`src/rtl/vm_multiplier.sv`:
```
// Signed WIDTH x WIDTH -> 2*WIDTH multiplier: radix-4 Booth partial products,
// a 3:2 carry-save reduction tree and one carry-propagate add, two register stages.
module vm_multiplier #(
  parameter int WIDTH = 32
) (
  input  logic               clk,
  input  logic               rst_n,
  input  logic               in_valid,
  input  logic [WIDTH-1:0]   a,
  input  logic [WIDTH-1:0]   b,
  output logic               out_valid,
  output logic [2*WIDTH-1:0] result
);

  localparam int PW    = 2 * WIDTH;
  localparam int NDIG  = WIDTH / 2;
  localparam int NROWS = NDIG + 1;

  typedef struct packed {
    logic neg;
    logic two;
    logic one;
  } booth_t;

  function automatic int rows_after(input int n);
    return (n / 3) * 2 + (n % 3);
  endfunction

  function automatic int rows_at_level(input int lvl);
    int n;
    n = NROWS;
    for (int i = 0; i < lvl; i++) begin
      n = rows_after(n);
    end
    return n;
  endfunction

  function automatic int level_count();
    int n;
    int l;
    n = NROWS;
    l = 0;
    for (int i = 0; i < 64; i++) begin
      if (n > 2) begin
        n = rows_after(n);
        l = l + 1;
      end
    end
    return l;
  endfunction

  localparam int NLVL = level_count();

  function automatic booth_t booth_decode(input logic [2:0] trip);
    booth_t d;
    case (trip)
      3'b000, 3'b111: d = '{neg: 1'b0, two: 1'b0, one: 1'b0};
      3'b001, 3'b010: d = '{neg: 1'b0, two: 1'b0, one: 1'b1};
      3'b011:         d = '{neg: 1'b0, two: 1'b1, one: 1'b0};
      3'b100:         d = '{neg: 1'b1, two: 1'b1, one: 1'b0};
      3'b101, 3'b110: d = '{neg: 1'b1, two: 1'b0, one: 1'b1};
      default:        d = '{neg: 1'b0, two: 1'b0, one: 1'b0};
    endcase
    return d;
  endfunction

  function automatic logic [PW-1:0] csa_sum(input logic [PW-1:0] x, input logic [PW-1:0] y,
                                            input logic [PW-1:0] z);
    return x ^ y ^ z;
  endfunction

  function automatic logic [PW-1:0] csa_carry(input logic [PW-1:0] x, input logic [PW-1:0] y,
                                              input logic [PW-1:0] z);
    return ((x & y) | (x & z) | (y & z)) << 1;
  endfunction

  logic [WIDTH-1:0] a_r;
  logic [WIDTH-1:0] b_r;
  logic             v1_r;
  logic             out_valid_r;
  logic [PW-1:0]    result_r;

  logic [WIDTH:0]   b_ext_s;
  logic [PW-1:0]    a_ext_s;
  booth_t           dig_s  [NDIG];
  logic [PW-1:0]    mag_s  [NDIG];
  logic [PW-1:0]    pp_s   [NROWS];
  logic [PW-1:0]    corr_s;
  logic [PW-1:0]    tree_s [0:NLVL][0:NROWS-1];
  logic [PW-1:0]    prod_s;

  // Stage-1 operand capture; operands hold while no new pair arrives
  always_ff @(posedge clk or negedge rst_n) begin
    if (!rst_n) begin
      a_r  <= '0;
      b_r  <= '0;
      v1_r <= 1'b0;
    end else begin
      v1_r <= in_valid;
      if (in_valid) begin
        a_r <= a;
        b_r <= b;
      end else begin
        a_r <= a_r;
        b_r <= b_r;
      end
    end
  end

  assign b_ext_s = {b_r, 1'b0};
  assign a_ext_s = {{WIDTH{a_r[WIDTH-1]}}, a_r};

  // Booth digits select 0/A/2A, negative digits invert and park their +1 in a correction row
  always_comb begin
    corr_s = '0;
    for (int i = 0; i < NDIG; i++) begin
      dig_s[i] = booth_decode(b_ext_s[2*i +: 3]);
      if (dig_s[i].two) begin
        mag_s[i] = a_ext_s << 1;
      end else if (dig_s[i].one) begin
        mag_s[i] = a_ext_s;
      end else begin
        mag_s[i] = '0;
      end
      pp_s[i]     = (dig_s[i].neg ? ~mag_s[i] : mag_s[i]) << (2 * i);
      corr_s[2*i] = dig_s[i].neg;
    end
    pp_s[NDIG] = corr_s;
  end

  for (genvar r = 0; r < NROWS; r++) begin : g_lvl0
    assign tree_s[0][r] = pp_s[r];
  end

  // Each level compresses rows in groups of three; leftovers pass straight through
  for (genvar l = 1; l <= NLVL; l++) begin : g_lvl
    localparam int PCNT  = rows_at_level(l - 1);
    localparam int NCSA  = PCNT / 3;
    localparam int NPASS = PCNT - 3 * NCSA;
    localparam int CNT   = 2 * NCSA + NPASS;
    for (genvar g = 0; g < NCSA; g++) begin : g_csa
      assign tree_s[l][2*g]   = csa_sum(tree_s[l-1][3*g], tree_s[l-1][3*g+1], tree_s[l-1][3*g+2]);
      assign tree_s[l][2*g+1] = csa_carry(tree_s[l-1][3*g], tree_s[l-1][3*g+1], tree_s[l-1][3*g+2]);
    end
    for (genvar p = 0; p < NPASS; p++) begin : g_pass
      assign tree_s[l][2*NCSA+p] = tree_s[l-1][3*NCSA+p];
    end
    for (genvar z = CNT; z < NROWS; z++) begin : g_zero
      assign tree_s[l][z] = '0;
    end
  end

  assign prod_s = tree_s[NLVL][0] + tree_s[NLVL][1];

  // Output stage; result keeps the last product across idle cycles
  always_ff @(posedge clk or negedge rst_n) begin
    if (!rst_n) begin
      out_valid_r <= 1'b0;
      result_r    <= '0;
    end else begin
      out_valid_r <= v1_r;
      if (v1_r) begin
        result_r <= prod_s;
      end else begin
        result_r <= result_r;
      end
    end
  end

  assign out_valid = out_valid_r;
  assign result    = result_r;

endmodule

```
`config.mk`:
```
export PLATFORM = sky130hd
export DESIGN_NAME = vm_multiplier
export DESIGN_NICKNAME = d
export VERILOG_FILES = /design/src/rtl/vm_multiplier.sv
export SDC_FILE = /design/constraint.sdc
export NUM_CORES = 2
export LEC_CHECK = 0
export ABC_AREA = 1
export CAP_MARGIN = 0
export CORE_MARGIN = 2
export CORE_UTILIZATION = 55
export CTS_CLUSTER_DIAMETER = 200
export DETAILED_ROUTE_END_ITERATION = 8
export GPL_ROUTABILITY_DRIVEN = 0
export PLACE_DENSITY = 0.71
export SLEW_MARGIN = 5
export SYNTH_ARGS = -nofsm -noshare
export SYNTH_HDL_FRONTEND = slang
export SYNTH_SLANG_ARGS = --single-unit
```
`constraint.sdc`:
```
create_clock -name clk -period 7.8 [get_ports clk]
set_clock_uncertainty 0.2 [all_clocks]
set_input_delay 0.78 -clock clk [delete_from_list [all_inputs] [get_ports clk]]
set_output_delay 0.78 -clock clk [all_outputs]
set_load 0.1 [all_outputs]
```
======== Yosys cells after proc, flatten, opt, wreduce, memory -nomap -nowiden ========
Memories as Yosys holds them, arrays and structs flattened.
Index checks and enable logic that the tools add are counted.
cells by class
  equal/unequal tests ..................... 0
  multiply operators ...................... 0
  reductions and logical operators ........ 0
  shifts and indexed selects .............. 0
  div/mod/pow operators ................... 0
  bitwise logic cells ..................... 121
  add/subtract/negate cells ............... 1
  multiplexer cells ....................... 48
  $lt $le $gt $ge ......................... 0
operator list
  cell              count
  $and A63 B63 Y63  43
  $or A63 B63 Y63   30
  $xor A64 B64 Y64  29
  $mux W64          3
  $mux W62          3
  $mux W60          3
  $mux W58          3
  $mux W56          3
  $mux W54          3
  $mux W52          3
  $mux W50          3
  $mux W48          3
  $mux W46          3
  $mux W44          3
  $and A63 B31 Y63  2
  $mux W42          3
  $mux W40          3
  $mux W38          3
  $mux W36          3
  $mux W34          3
  $add A64 B64 Y64  1
  $not A64 Y64      1
  $xor A64 B31 Y64  1
  $not A62 Y62      1
  14 further kinds  14
word-level totals
  memory bits (read-only) ................. 384
  memory bits (writable) .................. 0
  bits of input ports ..................... 67
  word-level logic and storage cells ...... 191
  register bits after elaboration ......... 130
  output and inout port bits .............. 65
  memories kept ........................... 16
  latch bits .............................. 0
memory list
  name              words  width  read ports  clocked after memory_dff  wr ports  RTL line  text
  (name not given)  8      3      1           0                         0         56        case (trip)
  (name not given)  8      3      1           0                         0         56
  (name not given)  8      3      1           0                         0         56
  (name not given)  8      3      1           0                         0         56
  (name not given)  8      3      1           0                         0         56
  (name not given)  8      3      1           0                         0         56
  10 more memories  --     --     --          --                        --        --

======== Depth between registers and ports, before layout ========
An unclocked memory read counts as a cell.
  depth in word-level cells ............... 24
  mapped depth ............................ 35

======== Least setup slack after synthesis ========
No wires, ideal clock.
  kind .................................... register -> register
  start ................................... register b_r[1]
  end ..................................... register result_r[60] (netlist: result[60])
  required time ........................... 7,480 ps
  setup slack ............................. 1,198 ps
  cell stages (with the launch flop) ...... 28
  arrival time ............................ 6,282 ps
  period minus slack after synthesis ...... 6,602 ps
  path through ............................ dfrtp_1 -> clkbuf_1 -> inv_1 -> ha_1 -> mux2i_2 -> o21ai_0 -> o21ai_0 -> xor2_1 -> fa_1 -> fa_1 -> fa_1 -> inv_1 -> fa_1 -> inv_1 -> fa_1 -> inv_1 -> fa_1 -> ha_1 -> nand2_1 -> inv_1 -> a21oi_1 -> nand2_1 -> nand2_1 -> nand2_1 -> a21oi_1 -> nand3_1 -> nand3_1 -> nand2_1
between the ends
  longest elaborated chain between the ends .. 24
  elaborated cells on any way between the ends .. 65
  those cells by class .................... add/sub (1); mux (6); bitwise (56); memory (2)
RTL lines
  element                                              RTL line  text
  from (decl)                                          78        logic [WIDTH-1:0] b_r;
  from (signal assigned)                               105       b_r <= b_r;
  $mem_v2 Z8 W3                                        --
  $mux W64 / $mux W62 (equally long branches)          120       end else if (dig_s[i].one) begin
  $mux W64 / $mux W62 (equally long branches)          118       if (dig_s[i].two) begin
  $not A64 Y64 / $not A62 Y62 (equally long branches)  125       pp_s[i] = (dig_s[i].neg ? ~mag_s[i] : mag_s[i]) << (2 * i);
  $mux W64 / $mux W62 (equally long branches)          125
  $and A63 B63 Y63                                     74        return ((x & y) | (x & z) | (y & z)) << 1;
  $or A63 B63 Y63 (2 in series)                        74
  $and A63 B63 Y63                                     74
  [... 3 more ...]                                     --
  $or A63 B63 Y63 (2 in series)                        74
  $and A63 B63 Y63                                     74
  $or A63 B63 Y63 (2 in series)                        74
  $and A63 B63 Y63                                     74
  $or A63 B63 Y63 (2 in series)                        74
  $and A63 B63 Y63                                     74
  $or A63 B63 Y63 (2 in series)                        74
  $add A64 B64 Y64 (*)                                 153       assign prod_s = tree_s[NLVL][0] + tree_s[NLVL][1];
  to (signal assigned)                                 163       result_r <= prod_s;
  to (signal assigned)                                 165       result_r <= result_r;
  to (decl)                                            81        logic [PW-1:0] result_r;
Mark *: on every way between the ends. The rest lies on a longest branch, timed or not.
A chain may end at the register's enable or synchronous reset.

======== Worst setup path after layout ========
  start ................................... register b_r[21]
  end ..................................... register result_r[58] (netlist: result[58])
between the ends
  longest elaborated chain between the ends .. 23
  elaborated cells on any way between the ends .. 63
  those cells by class .................... add/sub (1); mux (6); bitwise (54); memory (2)
RTL lines
  element                                              RTL line  text
  $mem_v2 Z8 W3                                        --
  $mux W44 / $mux W42 (equally long branches)          120
  $mux W44 / $mux W42 (equally long branches)          118
  $not A44 Y44 / $not A42 Y42 (equally long branches)  125
  $mux W44 / $mux W42 (equally long branches)          125
  $and A63 B63 Y63                                     74
  $or A63 B63 Y63 (2 in series)                        74
  $and A63 B63 Y63                                     74
  $or A63 B63 Y63 (2 in series)                        74
  $and A63 B63 Y63                                     74
  $or A63 B63 Y63 (2 in series)                        74
  $xor A64 B64 Y64 (2 in series)                       69        return x ^ y ^ z;
  $and A63 B63 Y63                                     74
  $or A63 B63 Y63 (2 in series)                        74
  $and A63 B63 Y63                                     74
  $or A63 B63 Y63 (2 in series)                        74
  $add A64 B64 Y64 (*)                                 153
Marks and branches as above.

==> flow_metrics.py <==
metrics = {
    "route": {
        "post_drt_wl_per_cell_um": 20.5,
        "drt_first_iter_violations": 2873,
        "remaining_drc_errors": 0,
        "drt_wl_total_mm": 106,
        "detailroute.via_count": 29500,
        "avgViaCountPerCell": 5.69,
        "drt.antenna.violating_nets": 0,
        "first_pass_iters": 6,
    },
    "sta": {
        "finalHoldViolCount": 0,
        "finalMaxSlewViolations": 0,
        "setup_repair_after_global_routing_missed_its_margin": "no",
        "period_utilisation_layout_pct": 94.6,
        "setup_viol": 0,
        "slew_headroom_pct": 22.4,
        "worst_pin_slew_ps": 1160,
        "tns_ps": 0,
        "achievable-frequency_mhz": 136,
        "fin_crit_ps": 7380,
    },
    "floorplan": {
        "initial_core_util_pct": 55.6,
        "coreArea_mm2": 0.0643,
        "dieHeight_um": 259,
        "floorplan.die_area_mm2": 0.0671,
        "die_x_um": 259,
        "boundaryPins": 132,
        "rows": 93,
    },
    "clocking": {
        "clk_latency_ps": 500,
        "clock_sink_count": 130,
        "root_buffer": "sky130_fd_sc_hd__clkbuf_16",
        "cts_hold_buffers_added": 0,
        "cts.htree.levels": 4,
        "worst_setup_hold_path_clk_slew_ps": 70,
        "cts_tree": "built",
        "cts.path.max_buffers": 2,
        "tritoncts.num_buffers": 17,
    },
    "grt": {
        "initial_antenna_violation_count": 0,
        "grt_pass1_vias": 29700,
        "globalRouteMet3Util_pct": 8.67,
        "grt_start_max_net_pins": 107,
        "grt_remaining_overflow": 0,
        "grt_most_used_layer": "met2",
        "globalRouteMet1Util_pct": 42.7,
        "grt_first_pass_wirelength_mm": 169,
        "grt_util_met2_pct": 50.6,
        "gr-usage-all-layers_pct": 32.6,
    },
    "place": {
        "port-buffer-count": 131,
        "hpwl_mm": 84.7,
    },
    "worst_setup_path": {
        "cp_data_required_time_ps": 7990,
        "crit-reg2reg-capture": "result[58]",
        "worst-setup-path-type": "register to register",
        "timing.critical_path.arrival_ps": 7560,
        "startpoint_type": "register",
        "worst-r2r-cell-count": 26,
        "critical_path_peak_fanout": 25,
        "crit_path_end_kind": "register",
        "rr_startpoint": "b_r[21]",
        "worst-r2r-setup-slack_ps": 420,
    },
    "synthesis": {
        "synth_sequential_area_ratio_pct": 9.10,
        "netlist_area_pre_place_mm2": 0.0358,
        "ys_seq_elements": 130,
        "post-synth-top-area-cell": "sky130_fd_sc_hd__fa_1",
        "yosysTopAreaCellShare_pct": 29.5,
        "synth_cell_types": 48,
        "synthTopCellsByArea": "sky130_fd_sc_hd__fa_1 30%, sky130_fd_sc_hd__xor2_1 12%, sky130_fd_sc_hd__dfrtp_1 9.1%",
        "postSynthNetCount": 5109,
        "yosysWarnings": 0,
        "synthesis.instances": 4319,
        "mean_instance_size_in_the_synthesized_netlist_um2": 8.28,
    },
    "cells_and_area": {
        "final_layout_size_suffix_gt1_share_pct": 11.8,
        "layout-area-overhead-vs-synth_pct": 7.26,
        "final_net_count": 5103,
        "commonest_cells_after_routing_fill_and_taps_aside": "842 x sky130_fd_sc_hd__inv_1, 722 x sky130_fd_sc_hd__nand2_1, 526 x sky130_fd_sc_hd__fa_1",
        "mostFrequentLayoutCell": "sky130_fd_sc_hd__inv_1",
        "diodes": 0,
    },
    "flow_run": {
        "drv_cap": 0,
    },
    "run_status": {
        "run_status": "finished clean",
    },
    "min_path": {
        "class_of_the_worst_hold_path": "input pin to async pin",
    },
}
routing by layer:
metal  vias up  part of all wire [%]
met5         -                     0
met4         0                   5.0
met3       325                    10
met2      1554                    45
met1     14200                    40
li1      13400                     -
metrics by stage:
| stage | utilization, % | std cells | worst slack [ps] | hold slack [ps] | cell area (um^2) |
|---|---|---|---|---|---|
| 6_report | 59.6 | 5181 | 425 | 42.1 | 38300 |
| 5_1_grt | 59.6 | 5181 | 79.8 | 111 | 38300 |
| 4_1_cts | 59.6 | 5179 | 364 | 60.6 | 38300 |
| 3_5_place_dp | 58.6 | 5147 | 365 | 266 | 37700 |
| 2_1_floorplan | - | 4319 | 1200 | 205 | 35800 |
| 3_3_place_gp | 58.6 | 5147 | 443 | 264 | 37700 |
what timing repair did:
item / 4_1_cts / 5_1_grt
resized for setup: 0 / 3
setup endpoints to repair: 0 / 4
buffers inserted: 0 / 2
cell type report:
cell class / instances / area (um^2)
Clock buffer: 18 / 439
Clock inverter: 14 / 145
Fill cell: 5763 / 26000
Inverter: 891 / 3350
Multi-Input combinational cell: 3028 / 27900
Sequential cell: 130 / 3250
Tap cell: 855 / 1070
Timing Repair Buffer: 245 / 2190
critical path: stages (launching register included):
cell and delay, ps:
sky130_fd_sc_hd__dfrtp_1 380, sky130_fd_sc_hd__inv_2 70, sky130_fd_sc_hd__ha_1 360, sky130_fd_sc_hd__inv_1 150
sky130_fd_sc_hd__nor2_2 70, sky130_fd_sc_hd__inv_2 590, sky130_fd_sc_hd__buf_4 300, sky130_fd_sc_hd__o22ai_2 80
sky130_fd_sc_hd__xor2_1 180, sky130_fd_sc_hd__fa_1 480, sky130_fd_sc_hd__fa_1 440, sky130_fd_sc_hd__fa_1 510
sky130_fd_sc_hd__fa_1 510, sky130_fd_sc_hd__fa_1 550, sky130_fd_sc_hd__inv_1 50, sky130_fd_sc_hd__fa_1 550
sky130_fd_sc_hd__ha_1 470, sky130_fd_sc_hd__nand2_1 210, sky130_fd_sc_hd__inv_1 60, sky130_fd_sc_hd__nand2_1 60
sky130_fd_sc_hd__nand2_1 80, sky130_fd_sc_hd__a21oi_1 240, sky130_fd_sc_hd__nand2_1 160, sky130_fd_sc_hd__a21oi_1 250
sky130_fd_sc_hd__nand3_1 100, sky130_fd_sc_hd__nand3_1 90, sky130_fd_sc_hd__nand2_1 60
synthesized netlist by cell type (all sizes together):
| master | count |
|---|---|
| nor4 | 3 |
| clkbuf | 109 |
| inv | 886 |
| o211ai | 30 |
| o21ai | 222 |
| and2 | 3 |
| nand3 | 84 |
| o21bai | 6 |
| nand3b | 12 |
| o21a | 4 |
| o22ai | 426 |
| nor3 | 14 |
| fa | 527 |
| nand4 | 9 |
| nor2 | 142 |
| xnor2 | 26 |
| xor2 | 499 |
| a21boi | 2 |
| mux2i | 1 |
| nand2 | 746 |
| a21oi | 41 |
| clkinv | 5 |
| mux2 | 1 |
| buf | 161 |
| and3 | 3 |
| ha | 196 |
| dfrtp | 130 |
| or2 | 31 |
state kept, by name (all words and copies together), names as in the netlist:
signal     flops
a_r           32
out_valid      1
b_r           32
v1_r           1
result        64
worst max path at each step:
stage,cells past startpoint,end,from
6_report,26,result[58],b_r[21]
2_1_floorplan,27,result[60],b_r[1]
3_5_place_dp,30,result[60],b_r[19]
5_1_grt,28,result[59],b_r[9]
3_3_place_gp,30,result[60],b_r[19]
4_1_cts,30,result[60],b_r[19]
cells by family after synthesis:
logic type               Yosys count  share of synthesized area (%)
buffers and inverters           1161                           13.0
AND/OR/NAND/NOR                 1047                           12.5
AO/OA/AOI/OAI                    731                           16.1
adder cells (fa/ha/maj)          723                           36.4
XOR/XNOR                         525                           12.9
flip-flops                       130                           9.10
multiplexers                       2                         0.0700
Power is not shown: default switching activity piles up to over one toggle a cycle in this logic, so the estimate is an artifact.
